`src/rtl/multicore_work_hub.sv`:
```
// Work broadcast/restart filter, per-core nonce ranges and golden-nonce collection FIFO.
// Optional statistics counters are enabled with `define MULTICORE_WORK_HUB_STATS_EN.
module multicore_work_hub #(
    parameter int NUM_CORES       = 4,
    parameter int CORE_IDX_W      = 2,
    parameter int FIFO_DEPTH_LOG2 = 3
) (
    input  logic                    clk,
    input  logic                    reset,
    input  logic [255:0]            midstate_in,
    input  logic [95:0]             data_in,
    output logic [255:0]            core_midstate,
    output logic [95:0]             core_data,
    output logic [32*NUM_CORES-1:0] core_nonce_base,
    output logic                    core_restart,
    input  logic [NUM_CORES-1:0]    core_gn_valid,
    input  logic [32*NUM_CORES-1:0] core_gn,
    output logic                    gn_valid,
    output logic [31:0]             gn_data,
    output logic [CORE_IDX_W-1:0]   gn_core,
    input  logic                    gn_ready,
    output logic                    fifo_overflow,
`ifdef MULTICORE_WORK_HUB_STATS_EN
    output logic [31:0]             gn_count,
    output logic [15:0]             drop_count,
`endif
    output logic [1:0]              o_dbg_state
);

    localparam int DEPTH = 1 << FIFO_DEPTH_LOG2;
    localparam logic [63:0] NONCE_STEP = 64'h1_0000_0000 / 64'(NUM_CORES);

    typedef enum logic [1:0] {
        ST_RUN     = 2'd0,
        ST_PEND    = 2'd1,
        ST_RESTART = 2'd2
    } state_t;

    state_t                      r_state;
    state_t                      w_next_state;
    logic [255:0]                r_cand_mid;
    logic [95:0]                 r_cand_data;
    logic [255:0]                r_core_mid;
    logic [95:0]                 r_core_data;
    logic                        w_capture;
    logic                        w_load;
    logic                        w_flush;
    logic                        w_in_eq_held;
    logic                        w_in_eq_cand;

    logic [NUM_CORES-1:0]        r_pend;
    logic [31:0]                 r_pend_val [NUM_CORES];
    logic [CORE_IDX_W-1:0]       r_rr_ptr;
    logic                        r_overflow;
    logic                        w_grant_any;
    logic [CORE_IDX_W-1:0]       w_grant_idx;
    logic [CORE_IDX_W-1:0]       w_scan_idx;
    logic [NUM_CORES-1:0]        w_grant_vec;
    logic [NUM_CORES-1:0]        w_drop;

    logic [31:0]                 r_fifo_data [DEPTH];
    logic [CORE_IDX_W-1:0]       r_fifo_core [DEPTH];
    logic [FIFO_DEPTH_LOG2-1:0]  r_wr_ptr;
    logic [FIFO_DEPTH_LOG2-1:0]  r_rd_ptr;
    logic [FIFO_DEPTH_LOG2:0]    r_count;
    logic                        w_full;
    logic                        w_push;
    logic                        w_pop;

    for (genvar gi = 0; gi < NUM_CORES; gi++) begin : g_base
        localparam logic [63:0] BASE = NONCE_STEP * 64'(gi);
        assign core_nonce_base[gi*32 +: 32] = BASE[31:0];
    end

    // Work is only accepted after two identical consecutive samples of the host inputs.
    assign w_in_eq_held = ({midstate_in, data_in} == {r_core_mid, r_core_data});
    assign w_in_eq_cand = ({midstate_in, data_in} == {r_cand_mid, r_cand_data});
    assign w_flush      = (r_state == ST_RESTART);

    always_comb begin
        w_next_state = r_state;
        w_capture    = 1'b0;
        w_load       = 1'b0;
        case (r_state)
            ST_RUN: begin
                if (!w_in_eq_held) begin
                    w_capture    = 1'b1;
                    w_next_state = ST_PEND;
                end
            end
            ST_PEND: begin
                if (w_in_eq_cand) begin
                    w_load       = 1'b1;
                    w_next_state = ST_RESTART;
                end else begin
                    w_capture = 1'b1;
                end
            end
            ST_RESTART: w_next_state = ST_RUN;
            default:    w_next_state = ST_RUN;
        endcase
    end

    // The broadcast registers load on entry to RESTART so cores see new work with the pulse.
    always_ff @(posedge clk) begin
        if (reset) begin
            r_state     <= ST_RUN;
            r_cand_mid  <= '0;
            r_cand_data <= '0;
            r_core_mid  <= '0;
            r_core_data <= '0;
        end else begin
            r_state <= w_next_state;
            if (w_capture) begin
                r_cand_mid  <= midstate_in;
                r_cand_data <= data_in;
            end
            if (w_load) begin
                r_core_mid  <= r_cand_mid;
                r_core_data <= r_cand_data;
            end
        end
    end

    assign core_midstate = r_core_mid;
    assign core_data     = r_core_data;
    assign core_restart  = w_flush;
    assign o_dbg_state   = r_state;

    always_comb begin
        w_grant_any = 1'b0;
        w_grant_idx = '0;
        w_scan_idx  = '0;
        // Descending scan so the pending core closest to r_rr_ptr wins.
        for (int j = NUM_CORES - 1; j >= 0; j--) begin
            w_scan_idx = CORE_IDX_W'((int'(r_rr_ptr) + j) % NUM_CORES);
            if (r_pend[w_scan_idx]) begin
                w_grant_any = 1'b1;
                w_grant_idx = w_scan_idx;
            end
        end
    end

    assign w_full = (r_count == (FIFO_DEPTH_LOG2 + 1)'(DEPTH));
    assign w_pop  = gn_valid && gn_ready;
    assign w_push = w_grant_any && (!w_full || w_pop) && !w_flush;

    always_comb begin
        w_grant_vec = '0;
        w_drop      = '0;
        for (int i = 0; i < NUM_CORES; i++) begin
            w_grant_vec[i] = w_push && (w_grant_idx == CORE_IDX_W'(i));
            w_drop[i]      = !w_flush && core_gn_valid[i] && r_pend[i] && !w_grant_vec[i];
        end
    end

    always_ff @(posedge clk) begin
        if (reset) begin
            r_pend     <= '0;
            r_rr_ptr   <= '0;
            r_overflow <= 1'b0;
            for (int i = 0; i < NUM_CORES; i++) r_pend_val[i] <= '0;
        end else if (w_flush) begin
            r_pend <= '0;
        end else begin
            if (w_push)
                r_rr_ptr <= (int'(w_grant_idx) == NUM_CORES - 1) ? '0 : w_grant_idx + 1'b1;
            for (int i = 0; i < NUM_CORES; i++) begin
                if (core_gn_valid[i]) begin
                    if (!w_drop[i]) begin
                        r_pend[i]     <= 1'b1;
                        r_pend_val[i] <= core_gn[i*32 +: 32];
                    end
                end else if (w_grant_vec[i]) begin
                    r_pend[i] <= 1'b0;
                end
            end
            if (|w_drop) r_overflow <= 1'b1;
        end
    end

    always_ff @(posedge clk) begin
        if (w_push) begin
            r_fifo_data[r_wr_ptr] <= r_pend_val[w_grant_idx];
            r_fifo_core[r_wr_ptr] <= w_grant_idx;
        end
    end

    always_ff @(posedge clk) begin
        if (reset || w_flush) begin
            r_wr_ptr <= '0;
            r_rd_ptr <= '0;
            r_count  <= '0;
        end else begin
            if (w_push) r_wr_ptr <= r_wr_ptr + 1'b1;
            if (w_pop)  r_rd_ptr <= r_rd_ptr + 1'b1;
            case ({w_push, w_pop})
                2'b10:   r_count <= r_count + 1'b1;
                2'b01:   r_count <= r_count - 1'b1;
                default: r_count <= r_count;
            endcase
        end
    end

    assign gn_valid      = (r_count != '0);
    assign gn_data       = gn_valid ? r_fifo_data[r_rd_ptr] : '0;
    assign gn_core       = gn_valid ? r_fifo_core[r_rd_ptr] : '0;
    assign fifo_overflow = r_overflow;

`ifdef MULTICORE_WORK_HUB_STATS_EN
    logic [31:0] r_gn_count;
    logic [15:0] r_drop_count;
    logic [16:0] w_drop_sum;

    assign w_drop_sum = {1'b0, r_drop_count} + 17'($countones(w_drop));

    always_ff @(posedge clk) begin
        if (reset) begin
            r_gn_count   <= '0;
            r_drop_count <= '0;
        end else begin
            if (w_push) r_gn_count <= r_gn_count + 1'b1;
            if (|w_drop) r_drop_count <= w_drop_sum[16] ? 16'hFFFF : w_drop_sum[15:0];
        end
    end

    assign gn_count   = r_gn_count;
    assign drop_count = r_drop_count;
`endif

endmodule
```
`config.mk`:
```
export PLATFORM = sky130hd
export DESIGN_NAME = multicore_work_hub
export DESIGN_NICKNAME = d
export VERILOG_FILES = /design/src/rtl/multicore_work_hub.sv
export SDC_FILE = /design/constraint.sdc
export NUM_CORES = 2
export LEC_CHECK = 0
export BUFFER_PORTS_ARGS = -buffer_cell sky130_fd_sc_hd__clkbuf_2
export CAP_MARGIN = 10
export CORE_AREA = 2 2 395 397
export CTS_BUF_LIST = sky130_fd_sc_hd__clkbuf_2 sky130_fd_sc_hd__clkbuf_4 sky130_fd_sc_hd__clkbuf_8
export DETAILED_ROUTE_END_ITERATION = 7
export DIE_AREA = 0 0 397 399
export PLACE_DENSITY = 0.66
export SYNTH_ARGS = -nofsm -noshare
export SYNTH_HDL_FRONTEND = slang
export SYNTH_SLANG_ARGS = --single-unit
```
`constraint.sdc`:
```
create_clock -name clk -period 12.1 [get_ports clk]
set_clock_uncertainty 0.05 [all_clocks]
set_input_delay 2.42 -clock clk [delete_from_list [all_inputs] [get_ports clk]]
set_output_delay 2.42 -clock clk [all_outputs]
set_load 0.02 [all_outputs]
```
==> impl_metrics.sql <==
INSERT INTO impl_metrics (metric_group, metric, value, unit) VALUES
('run_status', 'status', 'completed', ''),
('global_routing', 'overflow', '0', ''),
('setup_path', 'worstPathBufferInverterCount', '3', ''),
('placed_design', 'gpl.final_weighted_congestion', '1.01', ''),
('setup_path', 'cp.arrival', '7.22', 'ns'),
('timing', 'setup-tns-final', '0', 'ns'),
('synthesis', 'synth.area.mux_share', '16.6', '%'),
('cts', 'cts_setup_buffers', '0', ''),
('floorplanning', 'die_h', '399', 'um'),
('flow_run', 'drv.max_cap_violation_count', '0', ''),
('placed_design', 'dp_cells', '7513', ''),
('finish', 'nets', '6163', ''),
('power', 'power_internal', '0.00683', 'W'),
('placed_design', 'placed_area', '0.0595', 'mm2'),
('setup_path', 'timing.critical_path.to_type', 'flip-flop', ''),
('floorplanning', 'floorplan.rows', '144', ''),
('setup_path', 'path_cells', 'clkbuf_2, xor2_1, nor4_1, nand4_1, nor4_1, nand2_1, nor4_2, buf_4, buf_12, mux2i_1, nor2_1', ''),
('synthesis', 'netlist_area', '0.0538', 'mm2'),
('timing', 'grt_setup_unrepaired', 'false', ''),
('synthesis', 'async_flop_share', '0', '%'),
('synthesis', 'synth.ff_latch_count', '1126', ''),
('synthesis', 'post_synth_and_or_nand_nor_area_fraction', '17.0', '%'),
('power', 'leakage', '27.6', 'nW'),
('cts', 'cts.sink_count', '1126', ''),
('setup_path', 'timing.critical_path.from_type', 'primary input', ''),
('synthesis', 'post_synth.cell_area_avg', '11.2', 'um2'),
('power', 'power.total', '0.00986', 'W'),
('finish', 'multi_input_comb_area', '0.0254', 'mm2'),
('worst_hold_path', 'hold_class', 'flip-flop to flip-flop', ''),
('floorplanning', 'die_area', '0.158', 'mm2'),
('cts', 'cts.reportedPaths.clkPinSlew', '0.06', 'ns'),
('cts', 'cts.path.max_buffers', '3', ''),
('finish', 'seq_area', '0.0266', 'mm2'),
('finish', 'synthToLayoutAreaGrowth', '18.5', '%'),
('power', 'p_clk_share', '37.9', '%'),
('power', 'ir_worst_vdd', '0.100', 'mV'),
('setup_path', 'r2r-start', 'r_cand_mid[201]', ''),
('cts', 'holdBufCountCts', '0', ''),
('synthesis', 'synth.distinct_cells', '39', ''),
('placed_design', 'place.detailed.hpwl', '189000', 'um'),
('cts', 'tritoncts_buffers', '194', ''),
('synthesis', 'seq_area_frac_synth', '49.3', '%'),
('synthesis', 'synth_edf_count', '400', ''),
('power', 'p_sw', '0.00303', 'W'),
('global_routing', 'grt_max_degree', '267', ''),
('synthesis', 'post_synth_fa_ha_maj_area_fraction', '0.209', '%'),
('power', 'powerDensity', '155', 'mW/mm2'),
('cts', 'root_buffer', 'clkbuf_8', ''),
('setup_path', 'critical-path-top-cell-by-count', 'nor4_1', ''),
('drt', 'drt_first_iter_violations', '3982', ''),
('synthesis', 'largest_family_of_logic_cells_by_synthesized_area', 'simple AND/OR/NAND/NOR gates', ''),
('timing', 'actual_slew_at_the_worst_max_slew_pin', '1.37', 'ns'),
('floorplanning', 'start_util', '35.0', '%'),
('timing', 'achievable-frequency', '153', 'MHz'),
('synthesis', 'yosys.area_share.xor_xnor', '11.6', '%'),
('finish', 'final-instance-count-excl-fill', '7910', ''),
('drt', 'routed_wl', '238000', 'um'),
('synthesis', 'netlist_instances', '4798', ''),
('timing', 'setup_viol', '0', ''),
('timing', 'timing.final.hold_violations', '0', ''),
('worst_hold_path', 'hold_start', 'fifo_overflow', ''),
('timing', 'final.min_clock_period', '6.51', 'ns'),
('global_routing', 'antenna_found_initial', '102', ''),
('finish', 'mostFrequentLayoutCell', 'clkbuf_2', ''),
('drt', 'route.detailed.vias_per_inst', '5.11', ''),
('setup_path', 'crit_path_max_cell_delay', '1.08', 'ns'),
('power', 'comb_power_share', '17.4', '%'),
('drt', 'routed_wire_length_per_instance', '30.0', 'um'),
('setup_path', 'cpMaxStageDelayCell', 'nor4_1', ''),
('drt', 'drc', '0', ''),
('timing', 'slew-limit-headroom', '7.74', '%');
-- synth_stat cells (3+ instances only) --
library cell / instances / area (um2)
mux2i_1: 742 / 7430
dfxtp_1: 726 / 14500
nand2b_1: 707 / 4420
xor2_1: 579 / 5070
nor2_1: 411 / 1540
edfxtp_1: 400 / 12000
clkbuf_1: 172 / 646
nor4_1: 164 / 1030
nand2_1: 150 / 563
buf_4: 135 / 1010
xnor2_1: 132 / 1160
and2_1: 129 / 807
nand4_1: 69 / 432
mux4_2: 68 / 1530
buf_6: 62 / 698
a31oi_1: 32 / 200
and3_1: 32 / 200
a21oi_1: 13 / 65.1
inv_1: 12 / 45.0
buf_2: 10 / 50.1
ha_1: 9 / 113
nor3_1: 7 / 35.0
buf_1: 6 / 22.5
o21ai_0: 4 / 20.0
nor3b_1: 3 / 22.5
nor4bb_1: 3 / 30.0
o21bai_1: 3 / 22.5
-- layout make-up --
| cell class | count | share of cell area [%] |
|---|---|---|
| repair buffers | 932 | 7.64 |
| well taps | 2044 | 4.01 |
| multi-input cells | 3401 | 39.9 |
| clock inverters | 56 | 0.818 |
| inverters | 12 | 0.0706 |
| diodes | 45 | 0.177 |
| clock buffers | 294 | 5.76 |
| flip-flops and latches | 1126 | 41.6 |
-- per-layer routing --
| metal | global-route usage (%) | share of wire, % | vias up |
|---|---|---|---|
| met5 | 0 | 0.14 | - |
| met4 | 14.9 | 5.6 | 54 |
| met3 | 10.8 | 10 | 465 |
| met2 | 43.3 | 43 | 1951 |
| met1 | 36.3 | 41 | 20016 |
| li1 | - | - | 17932 |
-- cells by family after synthesis --
kind of cell             Yosys count
flip-flops                      1126
AND/OR/NAND/NOR                 1684
XOR/XNOR                         711
adder cells (fa/ha/maj)            9
buffers and inverters            397
other                              2
AO/OA/AOI/OAI                     59
multiplexers                     810
-- power by group through the flow --
stage / Clock, W / Sequential, W / Combinational [W]
2_1_floorplan: 0 / 0.00441 / 0.00104
3_3_place_gp: 0 / 0.00447 / 0.00169
3_5_place_dp: 0 / 0.00449 / 0.00171
4_1_cts: 0.00378 / 0.00441 / 0.00172
5_1_grt: 0.00395 / 0.00443 / 0.00181
6_report: 0.00373 / 0.00441 / 0.00172
-- path summary, 6_finish.rpt --
check | to | depth (start not counted) | slack (ns)
worst min-delay path | fifo_overflow | 2 | 0.44
worst min register to register | fifo_overflow | 2 | 0.44
worst max-delay path | core_data[56] | 11 | 5.59
worst max register to register | core_data[56] | 10 | 6.74
-- worst register-to-register path, cell delays in order (launching register included) --
cell	delay (ns)
dfxtp_1	0.41
xor2_2	0.31
nor4_2	0.81
nand4_1	0.37
nor4_1	0.52
nand3_1	0.21
nor4_2	0.40
buf_4	0.70
buf_12	0.77
mux2i_1	0.55
nor2_1	0.06
-- sequential cells by signal (all words and copies together), names as in the netlist, 4 cells and up, named ones only --
| register | cells |
|---|---|
| r_cand_mid | 256 |
| core_data | 96 |
| r_fifo_data | 256 |
| r_pend_val | 128 |
| r_count | 4 |
| r_cand_data | 96 |
| r_fifo_core | 16 |
| core_midstate | 256 |
| r_pend | 4 |
-- per-stage QoR --
step / util (%) / hold slack (ns) / setup WS (ns)
detailed placement: 38.7 / 0.426 / 4.83
CTS: 41.4 / 0.442 / 5.75
global placement: 38.7 / 0.413 / 4.86
floorplan: - / 0.422 / 4.58
finish: 41.5 / 0.444 / 5.59
global route: 41.5 / 0.463 / 5.49
Power figures use the tool's default switching activity.
